--- config.mk ---
export PLATFORM = sky130hd
export DESIGN_NAME = rf_wb_arbiter_flat
export DESIGN_NICKNAME = d
export VERILOG_FILES = /design/src/rtl/rf_pkg.sv /design/src/rtl/rf_wb_arbiter_if.sv /design/src/rtl/rf_scoreboard.sv /design/src/rtl/rf_wb_arbiter.sv /design/src/flat_wrapper.sv
export SDC_FILE = /design/constraint.sdc
export NUM_CORES = 1
export LEC_CHECK = 0
export CORE_ASPECT_RATIO = 0.6
export CORE_UTILIZATION = 45
export CTS_BUF_LIST = sky130_fd_sc_hd__clkbuf_8
export DETAILED_ROUTE_END_ITERATION = 8
export DONT_BUFFER_PORTS = 1
export PLACE_DENSITY = 0.67
export SLEW_MARGIN = 10
export SYNTH_ARGS = -nofsm -noshare
export SYNTH_HDL_FRONTEND = slang
export SYNTH_SLANG_ARGS = --single-unit
--- constraint.sdc ---
create_clock -name clk -period 2 [get_ports clk]
set_clock_uncertainty 0.1 [all_clocks]
set_input_delay 0.3 -clock clk [delete_from_list [all_inputs] [get_ports clk]]
set_output_delay 0.3 -clock clk [all_outputs]
set_load 0.05 [all_outputs]
--- src/rtl/rf_pkg.sv ---
// Shared register-file constants for the writeback arbiter and its scoreboard.
package rf_pkg;
    localparam int ADDR_W = 5;
    localparam int DATA_W = 32;
    localparam int NREG   = 32;
    localparam logic [ADDR_W-1:0] REG_ZERO = '0;

    function automatic logic is_real_reg(input logic [ADDR_W-1:0] r);
        return r != REG_ZERO;
    endfunction
endpackage

--- src/rtl/rf_wb_arbiter_if.sv ---
// Writeback sources, scoreboard issue/lookup and register-file write port bundle.
interface rf_wb_arbiter_if;
    import rf_pkg::*;

    logic              p0_valid, p0_ready;
    logic [ADDR_W-1:0] p0_rd;
    logic [DATA_W-1:0] p0_data;
    logic              p1_valid, p1_ready;
    logic [ADDR_W-1:0] p1_rd;
    logic [DATA_W-1:0] p1_data;
    logic              sb_set;
    logic [ADDR_W-1:0] sb_set_rd;
    logic [ADDR_W-1:0] rs_a, rs_b;
    logic              busy_a, busy_b, sb_overlap;
    logic              rf_we;
    logic [ADDR_W-1:0] rf_rw;
    logic [DATA_W-1:0] rf_w;

    modport slave (
        input  p0_valid, p0_rd, p0_data, p1_valid, p1_rd, p1_data,
               sb_set, sb_set_rd, rs_a, rs_b,
        output p0_ready, p1_ready, busy_a, busy_b, sb_overlap, rf_we, rf_rw, rf_w
    );

    modport master (
        output p0_valid, p0_rd, p0_data, p1_valid, p1_rd, p1_data,
               sb_set, sb_set_rd, rs_a, rs_b,
        input  p0_ready, p1_ready, busy_a, busy_b, sb_overlap, rf_we, rf_rw, rf_w
    );
endinterface

--- src/rtl/rf_scoreboard.sv ---
// Pending-write bits for multi-cycle destinations plus RAW busy lookups for decode.
module rf_scoreboard
    import rf_pkg::*;
(
    input  logic              clk,
    input  logic              rst_n,
    input  logic              set_i,
    input  logic [ADDR_W-1:0] set_rd_i,
    input  logic              clr_i,
    input  logic [ADDR_W-1:0] clr_rd_i,
    input  logic              wr_en_i,
    input  logic [ADDR_W-1:0] wr_rd_i,
    input  logic [ADDR_W-1:0] rs_a_i,
    input  logic [ADDR_W-1:0] rs_b_i,
    output logic              busy_a_o,
    output logic              busy_b_o,
    output logic              overlap_o
);
    logic [NREG-1:0] pending_q, pending_d;
    logic            overlap_q;
    logic            set_ok;

    assign set_ok = set_i & is_real_reg(set_rd_i);

    // Clear is applied first so a same-cycle set on the same register wins.
    always_comb begin
        pending_d = pending_q;
        if (clr_i)
            pending_d[clr_rd_i] = 1'b0;
        if (set_ok)
            pending_d[set_rd_i] = 1'b1;
        pending_d[REG_ZERO] = 1'b0;
    end

    always_ff @(posedge clk or negedge rst_n) begin
        if (!rst_n) begin
            pending_q <= '0;
            overlap_q <= 1'b0;
        end else begin
            pending_q <= pending_d;
            overlap_q <= set_ok & pending_q[set_rd_i];
        end
    end

    // The write in flight on the register-file port is still invisible to reads.
    function automatic logic busy_of(input logic [ADDR_W-1:0] rs);
        return is_real_reg(rs) & (pending_q[rs] | (wr_en_i & (wr_rd_i == rs)));
    endfunction

    assign busy_a_o  = busy_of(rs_a_i);
    assign busy_b_o  = busy_of(rs_b_i);
    assign overlap_o = overlap_q;
endmodule

--- src/rtl/rf_wb_arbiter.sv ---
// Two-source arbiter for the register file write port with starvation guard for MUL/DIV.
module rf_wb_arbiter
    import rf_pkg::*;
#(
    parameter int STARVE_LIMIT = 4
) (
    input  logic            clk,
    input  logic            rst_n,
    rf_wb_arbiter_if.slave  bus
);
    localparam int CNT_W = $clog2(STARVE_LIMIT + 1);

    logic [CNT_W-1:0]  starve_q, starve_d;
    logic              force1, g0, g1, grant;
    logic [ADDR_W-1:0] gnt_rd;
    logic [DATA_W-1:0] gnt_data;
    logic              rf_we_q;
    logic [ADDR_W-1:0] rf_rw_q;
    logic [DATA_W-1:0] rf_w_q;

    // Source 0 wins by default; once source 1 has waited STARVE_LIMIT cycles it goes first.
    assign force1        = (starve_q == CNT_W'(STARVE_LIMIT));
    assign bus.p0_ready  = ~force1;
    assign bus.p1_ready  = force1 | ~bus.p0_valid;
    assign g0            = bus.p0_valid & ~force1;
    assign g1            = bus.p1_valid & (force1 | ~bus.p0_valid);
    assign grant         = g0 | g1;
    assign gnt_rd        = g1 ? bus.p1_rd   : bus.p0_rd;
    assign gnt_data      = g1 ? bus.p1_data : bus.p0_data;

    always_comb begin
        starve_d = starve_q;
        if (!bus.p1_valid || g1)
            starve_d = '0;
        else if (!force1)
            starve_d = starve_q + CNT_W'(1);
    end

    always_ff @(posedge clk or negedge rst_n) begin
        if (!rst_n) begin
            starve_q <= '0;
            rf_we_q  <= 1'b0;
            rf_rw_q  <= '0;
            rf_w_q   <= '0;
        end else begin
            starve_q <= starve_d;
            rf_we_q  <= grant & is_real_reg(gnt_rd);
            if (grant) begin
                rf_rw_q <= gnt_rd;
                rf_w_q  <= gnt_data;
            end
        end
    end

    rf_scoreboard u_sb (
        .clk       (clk),
        .rst_n     (rst_n),
        .set_i     (bus.sb_set),
        .set_rd_i  (bus.sb_set_rd),
        .clr_i     (g1),
        .clr_rd_i  (bus.p1_rd),
        .wr_en_i   (rf_we_q),
        .wr_rd_i   (rf_rw_q),
        .rs_a_i    (bus.rs_a),
        .rs_b_i    (bus.rs_b),
        .busy_a_o  (bus.busy_a),
        .busy_b_o  (bus.busy_b),
        .overlap_o (bus.sb_overlap)
    );

    assign bus.rf_we = rf_we_q;
    assign bus.rf_rw = rf_rw_q;
    assign bus.rf_w  = rf_w_q;
endmodule
--- src/flat_wrapper.sv ---
// flat-port wrapper written by rule: the top's interface ports become plain ports
module rf_wb_arbiter_flat import rf_pkg::*;
#(
    parameter int STARVE_LIMIT = 4
)
  (clk, rst_n, bus_p0_valid, bus_p0_rd, bus_p0_data, bus_p1_valid, bus_p1_rd, bus_p1_data, bus_sb_set, bus_sb_set_rd, bus_rs_a, bus_rs_b, bus_p0_ready, bus_p1_ready, bus_busy_a, bus_busy_b, bus_sb_overlap, bus_rf_we, bus_rf_rw, bus_rf_w);
  rf_wb_arbiter_if bus_i ();
  input  logic clk;
  input  logic rst_n;
  input wire logic [$bits(bus_i.p0_valid)-1:0] bus_p0_valid;
  input wire logic [$bits(bus_i.p0_rd)-1:0] bus_p0_rd;
  input wire logic [$bits(bus_i.p0_data)-1:0] bus_p0_data;
  input wire logic [$bits(bus_i.p1_valid)-1:0] bus_p1_valid;
  input wire logic [$bits(bus_i.p1_rd)-1:0] bus_p1_rd;
  input wire logic [$bits(bus_i.p1_data)-1:0] bus_p1_data;
  input wire logic [$bits(bus_i.sb_set)-1:0] bus_sb_set;
  input wire logic [$bits(bus_i.sb_set_rd)-1:0] bus_sb_set_rd;
  input wire logic [$bits(bus_i.rs_a)-1:0] bus_rs_a;
  input wire logic [$bits(bus_i.rs_b)-1:0] bus_rs_b;
  output wire logic [$bits(bus_i.p0_ready)-1:0] bus_p0_ready;
  output wire logic [$bits(bus_i.p1_ready)-1:0] bus_p1_ready;
  output wire logic [$bits(bus_i.busy_a)-1:0] bus_busy_a;
  output wire logic [$bits(bus_i.busy_b)-1:0] bus_busy_b;
  output wire logic [$bits(bus_i.sb_overlap)-1:0] bus_sb_overlap;
  output wire logic [$bits(bus_i.rf_we)-1:0] bus_rf_we;
  output wire logic [$bits(bus_i.rf_rw)-1:0] bus_rf_rw;
  output wire logic [$bits(bus_i.rf_w)-1:0] bus_rf_w;
  assign bus_i.p0_valid = bus_p0_valid;
  assign bus_i.p0_rd = bus_p0_rd;
  assign bus_i.p0_data = bus_p0_data;
  assign bus_i.p1_valid = bus_p1_valid;
  assign bus_i.p1_rd = bus_p1_rd;
  assign bus_i.p1_data = bus_p1_data;
  assign bus_i.sb_set = bus_sb_set;
  assign bus_i.sb_set_rd = bus_sb_set_rd;
  assign bus_i.rs_a = bus_rs_a;
  assign bus_i.rs_b = bus_rs_b;
  assign bus_p0_ready = bus_i.p0_ready;
  assign bus_p1_ready = bus_i.p1_ready;
  assign bus_busy_a = bus_i.busy_a;
  assign bus_busy_b = bus_i.busy_b;
  assign bus_sb_overlap = bus_i.sb_overlap;
  assign bus_rf_we = bus_i.rf_we;
  assign bus_rf_rw = bus_i.rf_rw;
  assign bus_rf_w = bus_i.rf_w;
  rf_wb_arbiter #(.STARVE_LIMIT(STARVE_LIMIT)) u_core (.clk(clk), .rst_n(rst_n), .bus(bus_i));
endmodule
# Yosys cells after proc, flatten, opt, wreduce, memory -nomap -nowiden
# Cells that the tools add are included.
[op_classes]
add_sub_neg = 1
multipliers = 0
div_mod_pow = 0
n_lt_le_gt_ge = 6
n_eq_ne = 4
shifts = 0
n_mux = 16
bitwise = 18
reduce_logical = 8
[op_table]
columns = ["cell", "count"]
rows = [
  ["32-bit 2-to-1 mux", 3],
  ["32-bit AND", 1],
  ["32-bit NOT", 1],
  ["32-bit OR", 1],
  ["5-bit by 6-bit less-than comparator with 1-bit output, second input constant", 4],
  ["5-bit nonzero test", 4],
  ["1-bit binary-select mux with 5-bit select", 3],
  ["1-bit demux with 5-bit select", 2],
  ["5-bit == test", 2],
  ["5-bit by 1-bit greater-or-equal comparator with 1-bit output, second input constant", 2],
  ["1-bit AND", 9],
  ["3-bit 2-to-1 mux", 2],
  ["1-bit 2-to-1 mux", 5],
  ["5-bit 2-to-1 mux", 1],
  ["1-bit OR", 4],
  ["3-bit by 1-bit adder with 3-bit output, second input constant", 1],
  ["3-bit == test, second input constant", 1],
  ["1-bit logical AND", 2],
  ["2-bit inequality test, second input constant", 1],
  ["1-bit NOT", 2],
  ["1-bit logical NOT", 1],
  ["1-bit logical OR", 1],
]
[totals]
register_bits = 73
latchBits = 0
ramBits = 0
mem_bits_ro = 0
input_bits = 94
output_inout_bits = 43
word_cells = 59
n_memories = 0

# Depth between registers and ports, before layout
[depth]
depth_word = 9
depth_mapped = 9

# Hierarchy
# Synthesis repeated with hierarchy kept, for this count alone.
[unflattened]
hier_cells = 400
area_unflattened_um2 = 4246.6
[modules_own_cells]
columns = ["mod", "instances", "cells_per_inst", "area_each_um2", "seq_area_each_um2"]
rows = [
  ["rf_scoreboard", 1, 217, 2327.2, 800.8],
  ["rf_wb_arbiter", 1, 183, 1919.3, 1026.0],
]

# Worst setup path before layout
# No wires, ideal clock.
[synth_path]
kind = "register to output"
from = "reg u_core.rf_rw_q[2], in the netlist u_core.bus.rf_rw[2]"
to = "out bus_busy_a"
t_arrival_ns = 2.129
setup_slack_ns = -0.529
stages_incl_launch_ff = 6
path_buffers = 0
cell_sequence = "dfrtp_1 > xor2_1 > nor4_1 > and3_1 > a21oi_1 > a31oi_1"
[synth_via]
elab_chain_cells = 4
[synth_lines]
columns = ["item", "line", "text"]
rows = [
  ["start: declaration", "rf_wb_arbiter.sv:18", "logic [ADDR_W-1:0] rf_rw_q;"],
  ["start signal: assignment", "rf_wb_arbiter.sv:49", "rf_rw_q <= gnt_rd;"],
  ["5-bit == test", "rf_scoreboard.sv:47", "return is_real_reg(rs) & (pending_q[rs] | (wr_en_i & (wr_rd_i == rs)));"],
  ["1-bit AND", "rf_scoreboard.sv:47", ""],
  ["1-bit OR", "rf_scoreboard.sv:47", ""],
  ["1-bit AND", "rf_scoreboard.sv:47", ""],
  ["end: declaration", "flat_wrapper.sv:22", "output wire logic [$bits(bus_i.busy_a)-1:0] bus_busy_a;"],
]
# No other way between the ends.

# Worst setup path in the final report
[layout_path]
from = "reg u_core.u_sb.pending_q[19]"
to = "out bus_busy_a"
[layout_via]
elab_chain_cells = 4
[layout_lines]
columns = ["item", "line", "text"]
rows = [
  ["start: declaration", "rf_scoreboard.sv:19", "logic [NREG-1:0] pending_q, pending_d;"],
  ["start signal: assignment", "rf_scoreboard.sv:40", "pending_q <= pending_d;"],
  ["1-bit binary-select mux with 5-bit select", "rf_scoreboard.sv:47", ""],
  ["1-bit 2-to-1 mux (not written as such)", "rf_scoreboard.sv:47", ""],
  ["1-bit OR", "rf_scoreboard.sv:47", ""],
  ["1-bit AND", "rf_scoreboard.sv:47", ""],
]
# No other way between the ends. The select of a mux whose other input is x is not followed.

==> metrics.md <==
| Metric | Value |
|---|---|
| Outcome | `finished with violations` |
| Failing checks | `negative hold slack, negative setup slack` |
| Startpoint Class | `flop` |
| Post-layout util | `0.582` |
| Count of cell types in the netlist | `between 40 and 50` |
| Largest family of logic cells by synthesized area | `multiplexers` |
| Antenna Cells | `0` |
| DRC viols | `0` |
| Worst-margin pin slew | `504 ps` |
| Dominant cell type by area after synthesis | `dfrtp_1` |
| GRT overflow | `0` |
| Vias in the first global route | `3556` |
| Site Rows | `26` |
| Via count | `approximately 3600` |
| Post-Synthesis Cells | `approximately 420` |
| Pwr/cell area | `between 800 and 900 nW/µm²` |
| Register area share after synthesis | `0.432` |
| Post-synth ARST share | `1.00` |
| Area of the mapped netlist | `around 4200 µm²` |
| CP cell instances | `mux4_2 > mux2i_1 > o21ai_1 > nor3_2 > a31oi_4 > buf_12` |
| WL final | `around 12000 µm` |
| Syn_area_per_cell | `a little over 10 µm²` |
| Placeable Area | `8820 µm²` |
| Clk_lat worst skew | `350 ps` |
| Setup WS post-layout | `-307 ps` |
| WL per Instance | `about 20 µm` |
| Fin crit period | `about 2300 ps` |
| Yosys reg bits | `73` |
| CTS Hold Bufs | `39` |
| Leak pwr | `~0.0021 µW` |
| CP max stage delay | `500 ps` |
| Starting density of the core | `0.480` |
| Nets@finish | `between 500 and 600` |
| Power, Total | `~4400 µW` |
| Period Utilization, post-route | `1.15` |
| Design Area, Final | `5130 µm²` |
| Pin count of the biggest net entering global routing | `slightly below 80` |
| Post-synthesis adder-cell area fraction | `0.00592` |
| Die Width | `~130 µm` |
| DIE HEIGHT | `77.1 µm` |
| Clock sink count | `73` |
| R2R depth | `9` |
| Worst VDD drop | `between 0.3 and 0.4 mV` |
| Yosys top cell area share | `0.432` |
| Mux cell area share after synthesis | `0.211` |
| Boundary Pins | `137` |
| Syn-to-layout area delta | `21.3%` |
| Top fanout value on the critical path | `4` |
| XOR/XNOR Fraction of Synth Area | `0.0228` |
| Post-DP Area | `4450 µm²` |
| Cts bufs inserted | `9` |
| Worst setup EP type | `primary output` |
| Worst Setup SP | `u_core.u_sb.pending_q[19]$_DFF_PN0_` |
| Setup Viol. Count Final | `2` |
| DP Worst Slack | `~5.3 ps` |
| Die ar. | `between 9000 and 10000 µm²` |
| Ranking of synthesized cells by area | `dfrtp_1 43%, mux2i_1 11%, o21ai_0 11%` |
| Final GP Congestion | `just over 0.9` |
| Critical path type | `flop to primary output` |
| Total track usage | `0.265` |
| Layout cells sized above 1 | `0.165` |
| Commonest cells post-synth | `89 x o21ai_0, 73 x dfrtp_1, 51 x nand2_1` |
| Synth Area in Simple Gates | `0.137` |
| CP Data Arrival Time | `1910 ps` |
| RSZ-0062 raised after global routing | `true` |
| Min Hold Slack | `-471 ps` |
| Worst R2R End | `u_core.u_sb.pending_q[25]$_DFF_PN0_` |
| Worst hold path type | `primary input to async pin` |
| Compound-Gate Fraction of Synth Area | `0.150` |
| Slew HR | `0.663` |
| H-tree Lvls | `3` |
| Slowest stage cell on the critical path | `mux4_2` |
| TritonCTS clock tree | `done` |
| Flop2flop setup slack | `150 ps` |
| Max_cap viols | `0` |
| Synthesized Nets | `roughly 510` |
| Slew Limit Fails | `0` |
| Main synth FF type | `dfrtp_1` |
| Post-route ant nets | `0` |
| Post-synth EDFFs | `0` |
| FF-to-FF Start | `u_core.starve_q[0]$_DFFE_PN0P_` |
| Vias per inst | `roughly 6` |
| Worst-path clk slew | `80 ps` |
| Initial antenna violation count | `0` |
| Yosys Warn Count | `0` |
| Clock root buffer | `clkbuf_8` |
| I/O Buffers | `0` |
| Drt first-iter violations | `300` |
| DR pass1 iterations | `5` |
| Final count of hold timing violations | `73` |
| Longest Clk Path Bufs | `2` |
| Post-DP HPWL | `between 8000 and 9000 µm` |
| First-pass GRT wire length | `19600 µm` |
| Max Clk Rate | `approximately 430 MHz` |
| Most common cell in the netlist | `o21ai_0` |
| WP data required | `roughly 1600 ps` |
-- sequential cells by signal, summed over array words and instances (netlist names) --
register	count
u_core.starve_q	3
u_core.bus.rf_w	32
u_core.u_sb.overlap_o	1
u_core.bus.rf_rw	5
u_core.bus.rf_we	1
u_core.u_sb.pending_q	31
-- report_power, final --
part           leakage [µW]  total (µW)  switching, µW  internal [µW]
clock network      0.000106        1280            583            701
logic               0.00114         991            450            542
registers          0.000876        2130            430           1700
-- metal layers --
layer / up-vias / part of all wire / track usage / wire length (µm)
li1: 1620 / - / - / -
met1: 1758 / 0.42 / 0.345 / 5080
met2: 208 / 0.46 / 0.406 / 5570
met3: 19 / 0.12 / 0.112 / 1420
met4: 0 / 0.013 / 0.0643 / 161
met5: - / 0 / 0 / 0
-- worst max-delay path: cells and delay by family (launching register included) --
family	cells	cell delay, ps
AO/OA/AOI/OAI	2	150
buffers and inverters	1	170
flip-flops	1	410
multiplexers	2	640
AND/OR/NAND/NOR	1	180
-- what timing repair did --
action                                  CTS  global route
endpoints found under the setup margin    2            32
gates cloned                              0             0
hold endpoints to repair                115            73
gates resized for setup                   3             7
pin swaps                                 7             2
setup buffers                             3             1
-- worst max-delay path by stage --
stage,endpoint
after global routing,bus_busy_a
final,bus_busy_a
after detailed placement,bus_busy_a
after floorplan,bus_busy_a
after global placement,bus_busy_a
after CTS,bus_busy_b
-- stage by stage --
| stage | setup TNS, ps | instances | hold WS, ps |
|---|---|---|---|
| after floorplan | 0 | 416 | -95.6 |
| after global placement | 0 | 535 | -94.5 |
| after detailed placement | 0 | 535 | -94.6 |
| after CTS | -657 | 593 | -485 |
| after global routing | -798 | 594 | -492 |
| final | -594 | 594 | -471 |
-- final cells by class --
type | instances | area, µm²
inverters | 4 | 17.5
repair buffers | 65 | 609
clock inverters | 7 | 93.8
multi-input cells | 310 | 2290
clock buffers | 9 | 124
fillers | 722 | 3690
flip-flops and latches | 73 | 1830
well taps | 126 | 158
-- placed cells by master (no fill, tap or decap), types with 3 or more instances in the layout --
| cell type | synthesis | final |
|---|---|---|
| nor2_1 | 10 | 10 |
| o21ai_1 | 13 | 13 |
| inv_1 | 3 | 3 |
| xnor2_1 | 3 | 3 |
| nand2_1 | 51 | 50 |
| nor2b_1 | 5 | 5 |
| o21ai_0 | 89 | 89 |
| dfrtp_1 | 73 | 68 |
| nand3b_1 | 11 | 11 |
| or3_1 | 3 | 3 |
| xor2_1 | 8 | 8 |
| buf_4 | 0 | 23 |
| mux2i_1 | 46 | 44 |
| dfrtp_2 | 0 | 5 |
| nand4_1 | 3 | 3 |
| mux2_2 | 3 | 3 |
| clkbuf_8 | 0 | 9 |
| mux4_2 | 13 | 13 |
| a31oi_1 | 6 | 5 |
| a21oi_1 | 4 | 3 |
| nand4b_1 | 3 | 3 |
| dlygate4sd3_1 | 0 | 39 |
| nand3_1 | 7 | 7 |
| nor3_1 | 4 | 3 |
| or3b_1 | 3 | 3 |
| mux4_1 | 4 | 4 |
-- cell families (layout without fill, tap and decap cells) --
logic type	Yosys count	after routing
adder cells (fa/ha/maj)	2	2
AO/OA/AOI/OAI	120	120
multiplexers	66	66
XOR/XNOR	11	11
flip-flops	73	73
AND/OR/NAND/NOR	111	111
buffers and inverters	33	85
Power figures use the tool's default switching activity.
